--- src/rtl/repetition_tx.sv ---
`default_nettype none
// ============================================================================
// Module      : repetition_tx
// Description : Serial transmitter for a repetition-coded link. Accepts a
//               DATA_W-bit word over valid/ready and sends every data bit
//               REP consecutive times, LSB first, one code bit per clock.
//               The far end majority-votes each REP-bit group.
// Revision    : 1.0 - initial release
// ----------------------------------------------------------------------------
// Parameters  : DATA_W - data word width
//               REP    - copies per data bit (odd, >= 3)
// Ports       : clk      - system clock, rising edge
//               rst_n    - asynchronous active-low reset
//               in_val   - producer offers a word
//               in_rdy   - word can be accepted this cycle (combinational)
//               in_data  - word to transmit, sampled on accept
//               tx_out   - current code bit
//               tx_val   - tx_out is valid
//               tx_sof   - first code bit of a frame
//               busy     - frame in progress (same as tx_val)
// Option      : REPETITION_TX_ERR_INJECT_EN adds inj_en / inj_bit / inj_copy,
//               sampled on accept; inverts the one code bit at
//               (inj_bit, inj_copy) when inj_en was set.
// ============================================================================
module repetition_tx #(
    parameter int DATA_W = 8,
    parameter int REP    = 3
) (
    input  logic              clk,
    input  logic              rst_n,
    input  logic              in_val,
    output logic              in_rdy,
    input  logic [DATA_W-1:0] in_data,
`ifdef REPETITION_TX_ERR_INJECT_EN
    input  logic                                            inj_en,
    input  logic [((DATA_W > 1) ? $clog2(DATA_W) : 1)-1:0] inj_bit,
    input  logic [((REP > 1) ? $clog2(REP) : 1)-1:0]       inj_copy,
`endif
    output logic              tx_out,
    output logic              tx_val,
    output logic              tx_sof,
    output logic              busy
);

    localparam int BW = (DATA_W > 1) ? $clog2(DATA_W) : 1;
    localparam int CW = (REP > 1) ? $clog2(REP) : 1;

    localparam logic [BW-1:0] c_LAST_BIT  = BW'(DATA_W - 1);
    localparam logic [CW-1:0] c_LAST_COPY = CW'(REP - 1);
    localparam logic [BW-1:0] c_BIT_ONE   = BW'(1);
    localparam logic [CW-1:0] c_COPY_ONE  = CW'(1);

    typedef enum logic [0:0] {
        ST_IDLE = 1'b0,
        ST_SEND = 1'b1
    } state_t;

    state_t              state_q,    state_d;
    logic [DATA_W-1:0]   shift_q,    shift_d;
    logic [BW-1:0]       bit_cnt_q,  bit_cnt_d;
    logic [CW-1:0]       copy_cnt_q, copy_cnt_d;
    logic                tx_out_q,   tx_out_d;
    logic                tx_val_q,   tx_val_d;
    logic                tx_sof_q,   tx_sof_d;

    logic                w_last;
    logic                w_accept;
    logic                w_code;
    logic                w_flip;

    // Counters and outputs are registered together, so (bit_cnt_q, copy_cnt_q)
    // always name the code bit currently on tx_out. The next-state values
    // therefore name the code bit that will appear after the coming edge.
    always_comb begin
        w_last   = (state_q == ST_SEND) && (bit_cnt_q == c_LAST_BIT) &&
                   (copy_cnt_q == c_LAST_COPY);
        in_rdy   = (state_q == ST_IDLE) || w_last;
        w_accept = in_val && in_rdy;

        state_d    = state_q;
        shift_d    = shift_q;
        bit_cnt_d  = bit_cnt_q;
        copy_cnt_d = copy_cnt_q;
        tx_val_d   = 1'b0;
        tx_sof_d   = 1'b0;

        if (w_accept) begin
            // Also covers the last code bit, giving gapless back-to-back frames.
            state_d    = ST_SEND;
            shift_d    = in_data;
            bit_cnt_d  = '0;
            copy_cnt_d = '0;
            tx_val_d   = 1'b1;
            tx_sof_d   = 1'b1;
        end else if (w_last) begin
            state_d = ST_IDLE;
        end else if (state_q == ST_SEND) begin
            tx_val_d = 1'b1;
            if (copy_cnt_q == c_LAST_COPY) begin
                copy_cnt_d = '0;
                bit_cnt_d  = bit_cnt_q + c_BIT_ONE;
                shift_d    = shift_q >> 1;
            end else begin
                copy_cnt_d = copy_cnt_q + c_COPY_ONE;
            end
        end

        w_code   = tx_val_d & shift_d[0];
        tx_out_d = w_code ^ w_flip;
    end

`ifdef REPETITION_TX_ERR_INJECT_EN
    logic          inj_en_q,   inj_en_d;
    logic [BW-1:0] inj_bit_q,  inj_bit_d;
    logic [CW-1:0] inj_copy_q, inj_copy_d;

    // Injection settings travel with the word; out-of-range indices can never
    // match because the counters never pass their terminal values.
    always_comb begin
        inj_en_d   = inj_en_q;
        inj_bit_d  = inj_bit_q;
        inj_copy_d = inj_copy_q;
        if (w_accept) begin
            inj_en_d   = inj_en;
            inj_bit_d  = inj_bit;
            inj_copy_d = inj_copy;
        end
        w_flip = tx_val_d && inj_en_d && (inj_bit_d == bit_cnt_d) &&
                 (inj_copy_d == copy_cnt_d);
    end

    always_ff @(posedge clk or negedge rst_n) begin
        if (!rst_n) begin
            inj_en_q   <= 1'b0;
            inj_bit_q  <= '0;
            inj_copy_q <= '0;
        end else begin
            inj_en_q   <= inj_en_d;
            inj_bit_q  <= inj_bit_d;
            inj_copy_q <= inj_copy_d;
        end
    end
`else
    assign w_flip = 1'b0;
`endif

    always_ff @(posedge clk or negedge rst_n) begin
        if (!rst_n) begin
            state_q    <= ST_IDLE;
            shift_q    <= '0;
            bit_cnt_q  <= '0;
            copy_cnt_q <= '0;
            tx_out_q   <= 1'b0;
            tx_val_q   <= 1'b0;
            tx_sof_q   <= 1'b0;
        end else begin
            state_q    <= state_d;
            shift_q    <= shift_d;
            bit_cnt_q  <= bit_cnt_d;
            copy_cnt_q <= copy_cnt_d;
            tx_out_q   <= tx_out_d;
            tx_val_q   <= tx_val_d;
            tx_sof_q   <= tx_sof_d;
        end
    end

    assign tx_out = tx_out_q;
    assign tx_val = tx_val_q;
    assign tx_sof = tx_sof_q;
    assign busy   = tx_val_q;

endmodule
`default_nettype wire
--- config.mk ---
export PLATFORM = sky130hd
export DESIGN_NAME = repetition_tx
export DESIGN_NICKNAME = d
export VERILOG_FILES = /design/src/rtl/repetition_tx.sv
export SDC_FILE = /design/constraint.sdc
export NUM_CORES = 1
export LEC_CHECK = 0
export ABC_AREA = 1
export BUFFER_PORTS_ARGS = -buffer_cell sky130_fd_sc_hd__buf_2
export CAP_MARGIN = 20
export CORE_MARGIN = 4
export CORE_UTILIZATION = 56
export DETAILED_ROUTE_END_ITERATION = 16
export GPL_ROUTABILITY_DRIVEN = 0
export PLACE_DENSITY = 0.81
export SLEW_MARGIN = 30
export SYNTH_ARGS = -nofsm -noshare
export SYNTH_HDL_FRONTEND = slang
export SYNTH_SLANG_ARGS = --single-unit
--- constraint.sdc ---
create_clock -name clk -period 4.5 [get_ports clk]
set_input_delay 0.225 -clock clk [delete_from_list [all_inputs] [get_ports clk]]
set_output_delay 0.225 -clock clk [all_outputs]
set_load 0.01 [all_outputs]
# Yosys cells after proc, flatten, opt, wreduce, memory -nomap -nowiden
# Cells that the tools add are included.
# classes
add_sub_neg	2
n_eq_ne	3
n_mux	18
bitwise	2
reduce_logical	9
# op_table
operator	count
2-to-1 mux 8 bit	4
2-to-1 mux 3 bit	4
2-to-1 mux 2 bit	4
2-to-1 mux 1 bit	6
nonzero test 2 bit	3
adder 3 x 1 -> 3 bit (second input constant)	1
== test 3 bit (second input constant)	1
logical AND 1 bit	3
AND reduction 3 bit	1
adder 2 x 1 -> 2 bit (second input constant)	1
== test 2 bit (second input constant)	1
!= test 2 x 1 -> 1 bit (second input constant)	1
AND reduction 2 bit	1
bitwise AND 1 bit	1
logical OR 1 bit	1
inverter 1 bit	1
# totals
reg_bits	17
output_inout_bits	5
word_cells	42

# Logic depth before layout (Yosys ltp)
# logic_depth
word_depth	7
depth_mapped	9

# Least setup slack after synthesis
# OpenSTA, ideal clock, no wires.
# synth_timing
path_kind	flip-flop to flip-flop
from	register bit_cnt_q[0]
to	register shift_q[0]
setup_time_ps	115
arrival_ps	1308
required_time_ps	4385
setup_slack_ps	3077
stages_incl_launch_ff	9
path_buffers	0
synth_period_minus_slack_ps	1423
path_cell_list	dfrtp_1 ha_1 ha_1 nor2_8 inv_4 nand3_4 nand2_1 nand2_2 inv_1
# synth_via
elab_chain_len	6
# synth_rtl
item	line	rtl
start: declaration	60	logic [BW-1:0] bit_cnt_q, bit_cnt_d;
start signal: assignment	159	bit_cnt_q <= bit_cnt_d;
== test 3 bit (*)	75	w_last = (state_q == ST_SEND) && (bit_cnt_q == c_LAST_BIT) &&
logical AND 1 bit (*) (2 in a row)	75	
logical OR 1 bit	77	in_rdy = (state_q == ST_IDLE) || w_last;
logical AND 1 bit	78	w_accept = in_val && in_rdy;
2-to-1 mux 8 bit (*)	87	if (w_accept) begin
net shift_d[0]	59	logic [DATA_W-1:0] shift_q, shift_d;
end signal: assignment	158	shift_q <= shift_d;
end: declaration	59	
# Mark *: on every way through the listed nets, which the timed path passes. The rest lies on a longest branch. The select of a mux whose other input is x is not followed.
# A chain may end at the register's enable or synchronous reset.

# Worst setup path after layout
# layout_timing
from	register bit_cnt_q[0]
to	output in_rdy
# layout_via
elab_chain_len	4
# layout_rtl
item	line	rtl
== test 3 bit	75	
logical AND 1 bit (2 in a row)	75	
logical OR 1 bit	77	
end: declaration	32	output logic in_rdy,
# No other way between the ends.

==> flow_summary.ini <==
[yosys]
synth_top_area_frac = 0.522
synth.distinct_cells = 19
yosysSeqAreaShare = 0.522
synth_nets = 100
yosys.area.top_type = dfrtp_1
synth_area_per_cell_um2 = 9.36
synth-seq-cells = 17
ys_top_cells_by_area = dfrtp_1 52%, nand2_1 14%, nand3_1 6.8%
synth_cells = 87
syn-cell-area_um2 = 815
synth_warnings = 0

[floorplanning]
die_area_mm2 = 0.00213
die_x_um = 46.1
num_rows = 13
die_h_um = 46.1
pin_count = 16
start_util = 0.611
core_mm2 = 0.00133

[worst_setup_path]
regToRegSetupSlack_ps = 2960
cp.arrival_ps = 1570
critPathKind = reg2out
reg2reg_depth = 8
cp.required_ps = 4280
crit_path_end_kind = primary output
r2r-start = bit_cnt_q[0]
r2r_end = shift_q[5]
cp-start-kind = flop
path_max_fanout = 7

[route]
detail_route.iter0.violations = 3
wl_per_cell_um = 11.9
dr.pass1.iters = 4
postRouteAntennaNets = 0
num_vias = 609
drc = 0
wl_um = 1450
viasPerCell = 5.03

[clock_network]
post_cts_buffers = 0
clock_sinks = 17
worstSkewPairLatency_ps = 280
numCtsBuffers = 3
clockBufferDepth = 2
cts_root_buf = clkbuf_4
cts_hold_buf = 1
cts_resized = 0
clk_pin_slew_ps = 90
cts_tree = built
htreeDepth = 1

[sta]
slew_viol_final = 0
slew_headroom = 0.734
rsz0062_at_grt = no
tns_ps = 0
finalSetupViolCount = 0
min_period_over_period = 0.399
tightestPinTransition_ps = 399
clock_skew_ps = 2.06
fmax_ghz = 0.557
min_period_ps = 1800
hold_viol = 0

[final_layout]
fillers = 107
post-route-util = 0.704
area_delta_synth_final_pct = 15.2
fin_area_um2 = 938
nets = 120
drive_gt1_frac = 0.340
antenna_cells = 0
stdcell_count = 121

[job]
drv_cap = 0

[global_routing]
grt_use_total = 0.169
grt_overflow = 0
grt_max_degree = 18
antenna_found_initial = 0
grt_pass1_vias = 601
grt_pass1_wl_um = 2530

[min_path]
holdPathStages = 3
hold_end = shift_q[7]
hold_path_class = in2reg
hp-start = in_data[7]

[power_and_ir_drop]
comb_power_share = 0.378
power_mw = 0.510
p_sw_frac = 0.389
vdd_ir_drop_max_uv = 298
seqPwrFrac = 0.469
p_int_mw = 0.312
p_per_area_mw_per_mm2 = 544
power.leakage_nw = 0.505
switchingPower_mw = 0.198
p_clk_frac = 0.153

[place]
dp_hpwl_um = 1100
port-buffer-count = 15
dpl.cell_count = 116
place_area_um2 = 901

[status]
status = finished clean
-- synthesized netlist by cell type --
library cell  count
nor2_8            1
o31ai_1           1
nand3_4           1
o21ai_4           1
nand2_2           2
dfrtp_1          17
nor2_1            1
inv_4             2
nand2_4           1
nor2_2            2
nand3_1          11
nand2_1          30
ha_1              2
nand4_1           1
inv_1             6
a21oi_2           1
inv_2             3
o21ai_2           3
buf_4             1
-- final cells by class --
cell class	instances	area, um2	area share
clock buffer	3	22.5	0.0240
clock inverter	1	5.00	0.00533
multi-input combinational	58	335	0.357
tap	15	18.8	0.0200
inverter	11	46.3	0.0493
sequential	17	425	0.453
timing repair buffer	16	85.1	0.0907
-- worst max path at each step --
| stage | to | startpoint | slack, ps |
|---|---|---|---|
| after CTS | in_rdy | bit_cnt_q[0] | 2680 |
| after global routing | in_rdy | bit_cnt_q[0] | 2590 |
| after detailed placement | shift_q[5] | bit_cnt_q[0] | 2960 |
| after floorplan | shift_q[0] | bit_cnt_q[0] | 3080 |
| after global placement | shift_q[6] | bit_cnt_q[0] | 3040 |
| final | in_rdy | bit_cnt_q[0] | 2700 |
-- flip-flops by register name, summed over array words and instances, names as in the netlist --
name	count
bit_cnt_q	3
tx_sof	1
busy	1
state_q	1
shift_q	8
tx_out	1
copy_cnt_q	2
-- layer usage --
metal | part of all wire | global-route usage | vias to the layer above | wire length [um]
li1 | - | - | 312 | -
met3 | 0.044 | 0.0508 | 4 | 64
met5 | 0 | 0 | - | 0
met2 | 0.49 | 0.288 | 14 | 714
met4 | 0.017 | 0.0625 | 0 | 25
met1 | 0.44 | 0.198 | 279 | 640
-- stage by stage --
step                      setup slack [ps]  hold slack [ps]
final                                 2700              132
after global routing                  2590              152
after CTS                             2680              123
after detailed placement              2960              161
after global placement                3040              163
after floorplan                       3080            -70.6
-- placed cells by master, fill, tap and decap left out --
| master | n |
|---|---|
| nand2_1 | 30 |
| dfrtp_1 | 17 |
| buf_2 | 15 |
| nand3_1 | 11 |
| inv_1 | 6 |
| inv_2 | 3 |
| o21ai_2 | 3 |
| clkbuf_4 | 3 |
| inv_4 | 2 |
| nand2_2 | 2 |
| nor2_2 | 2 |
| ha_1 | 2 |
| o21ai_4 | 1 |
| nor2_8 | 1 |
| nand3_4 | 1 |
| nor2_1 | 1 |
| nand4_1 | 1 |
| a21oi_2 | 1 |
| nand2_4 | 1 |
| o31ai_1 | 1 |
| clkinv_2 | 1 |
| dlygate4sd3_1 | 1 |
-- worst max-delay path, cell delays in order (launching register included) --
cell and delay (ps):
dfrtp_1 410, ha_1 210, ha_1 240, nor2_8 200, nor2_2 90, buf_2 140
-- power by group through the flow --
stage	Combinational [mW]	Clock (mW)	Sequential [mW]
6_report	0.193	0.0782	0.239
5_1_grt	0.224	0.0893	0.246
4_1_cts	0.196	0.0817	0.239
3_5_place_dp	0.193	0	0.242
3_3_place_gp	0.189	0	0.238
2_1_floorplan	0.149	0	0.237
-- logic make-up after synthesis --
family | share of synthesized area
and+or+nand+nor | 0.309
DFF | 0.522
buffers and inverters | 0.0661
AOI/OAI and AO/OA | 0.0722
adders and majority gates | 0.0307
Power figures use the tool's default switching activity.
